$ cat src/rtl/fwd_transform4x4.sv
// Forward 4x4 integer core transform (Y = C*X*C^T): a row pass, then a column pass, one per cycle.
// Define FT_SATURATE_EN to clamp coefficients to OUT_WIDTH instead of two's-complement wrapping.
module fwd_transform4x4 #(
    parameter int IN_WIDTH  = 8,
    parameter int MID_WIDTH = 11,
    parameter int OUT_WIDTH = 16
) (
    input  logic                             clk,
    input  logic                             reset,
    input  logic                             enable,
    input  logic                             in_valid,
    output logic                             in_ready,
    input  logic [15:0][IN_WIDTH-1:0]        res_in,
    input  logic [2:0]                       mode_in,
    output logic                             out_valid,
    input  logic                             out_ready,
    output logic [15:0][OUT_WIDTH-1:0]       coeff,
    output logic [2:0]                       mode_out
);

    localparam int SUM_W  = MID_WIDTH + 3;
    localparam int WIDE_W = (OUT_WIDTH > SUM_W) ? OUT_WIDTH : SUM_W;

    localparam logic [1:0] S_IDLE = 2'd0;
    localparam logic [1:0] S_ROW  = 2'd1;
    localparam logic [1:0] S_COL  = 2'd2;
    localparam logic [1:0] S_DONE = 2'd3;

`ifdef FT_SATURATE_EN
    localparam logic signed [WIDE_W-1:0] SAT_MAX =
        {{(WIDE_W-OUT_WIDTH+1){1'b0}}, {(OUT_WIDTH-1){1'b1}}};
    localparam logic signed [WIDE_W-1:0] SAT_MIN =
        {{(WIDE_W-OUT_WIDTH+1){1'b1}}, {(OUT_WIDTH-1){1'b0}}};
`endif

    logic [1:0]                     state_q, state_d;
    logic [1:0]                     cnt_q, cnt_d;
    logic [15:0][IN_WIDTH-1:0]      x_q, x_d;
    logic [2:0]                     mode_q, mode_d;
    logic [15:0][MID_WIDTH-1:0]     t_q, t_d;
    logic [15:0][OUT_WIDTH-1:0]     coeff_q, coeff_d;
    logic [2:0]                     mode_out_q, mode_out_d;
    logic                           out_valid_q, out_valid_d;

    logic signed [MID_WIDTH-1:0]    xa [4];
    logic signed [MID_WIDTH-1:0]    rt [4];
    logic signed [WIDE_W-1:0]       tc [4];
    logic signed [WIDE_W-1:0]       yc [4];

    // Narrowing is a no-op whenever OUT_WIDTH covers the full column-sum width.
    function automatic logic [OUT_WIDTH-1:0] narrow(input logic signed [WIDE_W-1:0] v);
        logic signed [WIDE_W-1:0] c;
`ifdef FT_SATURATE_EN
        if (v > SAT_MAX) begin
            c = SAT_MAX;
        end else if (v < SAT_MIN) begin
            c = SAT_MIN;
        end else begin
            c = v;
        end
`else
        c = v;
`endif
        return c[OUT_WIDTH-1:0];
    endfunction

    always_comb begin
        for (int unsigned c = 0; c < 4; c++) begin
            xa[c] = MID_WIDTH'($signed(x_q[{cnt_q, 2'(c)}]));
        end
        rt[0] = xa[0] + xa[1] + xa[2] + xa[3];
        rt[1] = (xa[0] <<< 1) + xa[1] - xa[2] - (xa[3] <<< 1);
        rt[2] = xa[0] - xa[1] - xa[2] + xa[3];
        rt[3] = xa[0] - (xa[1] <<< 1) + (xa[2] <<< 1) - xa[3];
    end

    always_comb begin
        for (int unsigned r = 0; r < 4; r++) begin
            tc[r] = WIDE_W'($signed(t_q[{2'(r), cnt_q}]));
        end
        yc[0] = tc[0] + tc[1] + tc[2] + tc[3];
        yc[1] = (tc[0] <<< 1) + tc[1] - tc[2] - (tc[3] <<< 1);
        yc[2] = tc[0] - tc[1] - tc[2] + tc[3];
        yc[3] = tc[0] - (tc[1] <<< 1) + (tc[2] <<< 1) - tc[3];
    end

    always_comb begin
        state_d     = state_q;
        cnt_d       = cnt_q;
        x_d         = x_q;
        mode_d      = mode_q;
        t_d         = t_q;
        coeff_d     = coeff_q;
        mode_out_d  = mode_out_q;
        out_valid_d = out_valid_q;
        if (enable) begin
            case (state_q)
                S_IDLE: begin
                    if (in_valid) begin
                        x_d     = res_in;
                        mode_d  = mode_in;
                        cnt_d   = 2'd0;
                        state_d = S_ROW;
                    end
                end
                S_ROW: begin
                    for (int unsigned j = 0; j < 4; j++) begin
                        t_d[{cnt_q, 2'(j)}] = rt[j];
                    end
                    cnt_d = cnt_q + 2'd1;
                    if (cnt_q == 2'd3) begin
                        state_d = S_COL;
                    end
                end
                S_COL: begin
                    for (int unsigned i = 0; i < 4; i++) begin
                        coeff_d[{2'(i), cnt_q}] = narrow(yc[i]);
                    end
                    cnt_d = cnt_q + 2'd1;
                    if (cnt_q == 2'd3) begin
                        out_valid_d = 1'b1;
                        mode_out_d  = mode_q;
                        state_d     = S_DONE;
                    end
                end
                S_DONE: begin
                    if (out_ready) begin
                        out_valid_d = 1'b0;
                        state_d     = S_IDLE;
                    end
                end
                default: state_d = S_IDLE;
            endcase
        end
    end

    always_ff @(posedge clk) begin
        if (reset) begin
            state_q     <= S_IDLE;
            cnt_q       <= '0;
            x_q         <= '0;
            mode_q      <= '0;
            t_q         <= '0;
            coeff_q     <= '0;
            mode_out_q  <= '0;
            out_valid_q <= 1'b0;
        end else begin
            state_q     <= state_d;
            cnt_q       <= cnt_d;
            x_q         <= x_d;
            mode_q      <= mode_d;
            t_q         <= t_d;
            coeff_q     <= coeff_d;
            mode_out_q  <= mode_out_d;
            out_valid_q <= out_valid_d;
        end
    end

    assign in_ready  = (state_q == S_IDLE);
    assign out_valid = out_valid_q;
    assign coeff     = coeff_q;
    assign mode_out  = mode_out_q;

endmodule

$ cat config.mk
export PLATFORM = sky130hd
export DESIGN_NAME = fwd_transform4x4
export DESIGN_NICKNAME = d
export VERILOG_FILES = /design/src/rtl/fwd_transform4x4.sv
export SDC_FILE = /design/constraint.sdc
export NUM_CORES = 2
export LEC_CHECK = 0
export ABC_CLOCK_PERIOD_IN_PS = 5610
export BUFFER_PORTS_ARGS = -buffer_cell sky130_fd_sc_hd__buf_2
export CORE_UTILIZATION = 52
export CTS_BUF_LIST = sky130_fd_sc_hd__clkbuf_8
export DETAILED_ROUTE_END_ITERATION = 8
export PLACE_DENSITY_LB_ADDON = 0.1
export REMOVE_ABC_BUFFERS = 1
export SLEW_MARGIN = 10
export SYNTH_ARGS = -nofsm -noshare
export SYNTH_HDL_FRONTEND = slang
export SYNTH_SLANG_ARGS = --single-unit
$ cat constraint.sdc
create_clock -name clk -period 5.61 [get_ports clk]
set_input_delay 0.2805 -clock clk [delete_from_list [all_inputs] [get_ports clk]]
set_output_delay 0.2805 -clock clk [all_outputs]
set_load 0.05 [all_outputs]
==> flow_summary.ini <==
[worst_hold_path]
hp-class = input pin to flop
hold_end = x_q[86]$_SDFFE_PP0P_
min_path_cells = 2
hold_start = reset

[worst_setup_path]
cp_max_fo = 15
critPathTopFamily = adder cells
startpoint_type = flop
cp-end-kind = flop
required_ps = 6140
path_buf_inv = 3
r2r-start = cnt_q[0]$_SDFFE_PP0P_
rrSetupSlack_ps = 500
cpPeakStageDelay_ps = 980
worstReg2RegEnd = coeff[43]$_SDFFE_PP0P_
slowest_stage = a2111oi_0
ff2ff_path_depth = 13
crit_type = flop to flop
critPathArrivalTime_ps = 5640
critical_path.cell_chain = buf_4, mux4_2, inv_1, fa_1, fa_1, inv_1, ha_1, nand2_1, a2111oi_0, nor4_1, nand3b_1, nand2_1, a21oi_1

[clock_tree]
clk_latency_ps = 690
cts_inserted_buffers = 93
cts_tree = done
clk_path_buf_depth = 3
cts_resized = 0
postCtsSetupBuffers = 0
htreeDepth = 3
cts.sinks = 547
ctsHoldBuffers = 132
cts_root_buf = clkbuf_8
clk_pin_slew_ps = 60

[route]
first_iter_violations = 1655
drtPass1Iterations = 5
wl_per_cell_um = 17.9
avgViaCountPerCell = 5.53
drt-total-wl_mm = 84.9
ant_nets = 0
drcViolationCount = 0
vias = 26200

[floorplanning]
fp-row-count = 87
die-height_um = 243
initial_core_util_pct = 53.1
die_area_sq_mm = 0.0590
chipWidth_um = 243
io_pins = 397
coreArea_sq_mm = 0.0568

[grt]
grt_pass1_vias = 25900
grt_start_max_net_pins = 171
grt_remaining_overflow = 0
grt.total_usage_pct = 28.3
antenna_found_initial = 1
grt_pass1_wl_mm = 136

[place]
globalplace.congestion = 0.897
numPortBuffers = 396
dpl_cell_area_sq_mm = 0.0324
hpwl_mm = 59.8

[timing]
rsz0062_at_grt = no
maxSlewHeadroom_pct = 21.9
finalMaxSlewViolations = 0
fin_hold_ws_ps = 82.3
max_freq_ghz = 0.196
finalWorstPathRequiredPeriod_ps = 5110
final-setup-viol-count = 0
tightestPinTransition_ps = 1140
fin_crit_sh_pct = 91.1
hold_viol = 0
fin_worst_skew_ps = 19.1

[outcome]
status = finished clean

[synthesis]
ys.flop_type = dfxtp_1
synth_top_area_share_pct = 36.3
synth_area_sq_mm = 0.0302
yosysWarnings = 0
ys_seq_area_share_pct = 36.3
synth_cells = 3511
ys_types = 70
ys_top_cells_by_area = dfxtp_1, fa_1, nand2_1
synth_edf_count = 0
synth_area_leader_cell = dfxtp_1
ys_ff_latch = 547
syn_avg_cell_area_sq_um = 8.60
synth-async-reset-ratio_pct = 0

[power_and_ir_drop]
p_sw_w = 0.00393
sw_frac_of_total_pct = 35.3
p_leak_nw = 14.7
combPwrFrac_pct = 30.2
p_int_w = 0.00719
power.density_mw_per_mm2 = 311
max-vdd-ir-drop_mv = 0.201
pwr-share-seq_pct = 36.4
clkPwrFrac_pct = 33.4

[layout]
drive_gt1_share_pct = 16.9
fillers = 4919
layout_commonest_cell = nand2_1
most-common-layout-cells = nand2_1, dfxtp_1, a21oi_1
area_delta_synth_final_pct = 18.3
fin_area_sq_mm = 0.0357
fin_nets = 4321

[flow_run]
drv_cap = 0
-- flip-flops by register name (all words and copies together) (netlist names) --
signal,cells
state_q,2
x_q,128
cnt_q,2
coeff,232
out_valid,1
mode_out,3
mode_q,3
t_q,176
-- power by group through the flow --
stage	clock network, W	logic, W	registers [W]
after floorplan	0	0.00213	0.00416
after global placement	0	0.00317	0.00412
after detailed placement	0	0.00323	0.00413
after CTS	0.00380	0.00332	0.00405
after global routing	0.00398	0.00366	0.00406
final	0.00371	0.00335	0.00405
-- area by class of cell --
cell class	count	area, sq um	area share (%)
clock buffers	120	1650	4.63
inverters	274	1030	2.88
diodes	1	2.50	0.00701
well taps	756	946	2.65
clock inverters	46	299	0.838
flip-flops and latches	547	11000	30.7
multi-input cells	2434	17200	48.2
repair buffers	559	3610	10.1
-- routing by layer --
| layer | up-vias | part of all wire (%) | global-route usage, % |
|---|---|---|---|
| met1 | 12600 | 42 | 35.6 |
| li1 | 12600 | - | - |
| met4 | 0 | 2.7 | 10.3 |
| met3 | 145 | 5.6 | 4.11 |
| met5 | - | 0 | 0 |
| met2 | 842 | 50 | 49.2 |
-- worst reg2reg max path, delay by kind of cell (launching register included) --
kind            cells  cell delay (ps)
buf+inv             3              510
mux                 1              610
fa+ha+maj           3             1500
flops               1              540
simple gates        4              710
compound gates      2             1070
-- kinds of logic (layout without fill, tap and decap cells) --
family / Yosys count / in the layout / synth area share (%)
adder cells (fa/ha/maj): 276 / 276 / 15.4
AO/OA/AOI/OAI: 757 / 757 / 15.3
XOR/XNOR: 52 / 52 / 1.51
AND/OR/NAND/NOR: 1263 / 1263 / 18.6
other: 0 / 1 / 0
flip-flops: 547 / 547 / 36.3
buffers and inverters: 530 / 999 / 6.93
multiplexers: 86 / 86 / 6.00
-- synthesized netlist by cell type, types with 44 or more instances --
| cell type | count |
|---|---|
| o21ai_0 | 44 |
| a21oi_1 | 438 |
| ha_1 | 117 |
| nand3_1 | 56 |
| clkbuf_1 | 210 |
| fa_1 | 159 |
| nand2_1 | 774 |
| inv_1 | 274 |
| mux4_2 | 76 |
| nand3b_1 | 55 |
| dfxtp_1 | 547 |
| a211oi_1 | 87 |
| nor2_1 | 172 |
-- worst max path at each step --
stage	start	endpoint	slack (ps)	cells after the start
2_1_floorplan	cnt_q[0]$_SDFFE_PP0P_	t_q[120]$_SDFFE_PP0P_	-1400	13
3_5_place_dp	cnt_q[0]$_SDFFE_PP0P_	coeff[43]$_SDFFE_PP0P_	360	13
4_1_cts	cnt_q[0]$_SDFFE_PP0P_	coeff[43]$_SDFFE_PP0P_	320	13
5_1_grt	cnt_q[0]$_SDFFE_PP0P_	coeff[11]$_SDFFE_PP0P_	240	13
3_3_place_gp	cnt_q[0]$_SDFFE_PP0P_	coeff[11]$_SDFFE_PP0P_	440	13
6_report	cnt_q[0]$_SDFFE_PP0P_	coeff[43]$_SDFFE_PP0P_	500	13
-- stage by stage --
step / TNS [ps] / total power, W / cells / worst slack (ps) / utilization, %
CTS: 0 / 0.0112 / 4736 / 320 / 62.8
global route: 0 / 0.0117 / 4737 / 244 / 62.8
global placement: 0 / 0.00729 / 4438 / 444 / 57.1
floorplan: -260450 / 0.00629 / 3255 / -1400 / -
detailed placement: 0 / 0.00736 / 4438 / 358 / 57.1
finish: 0 / 0.0111 / 4737 / 497 / 62.8
Note: power is estimated with default switching activity, not from simulation.
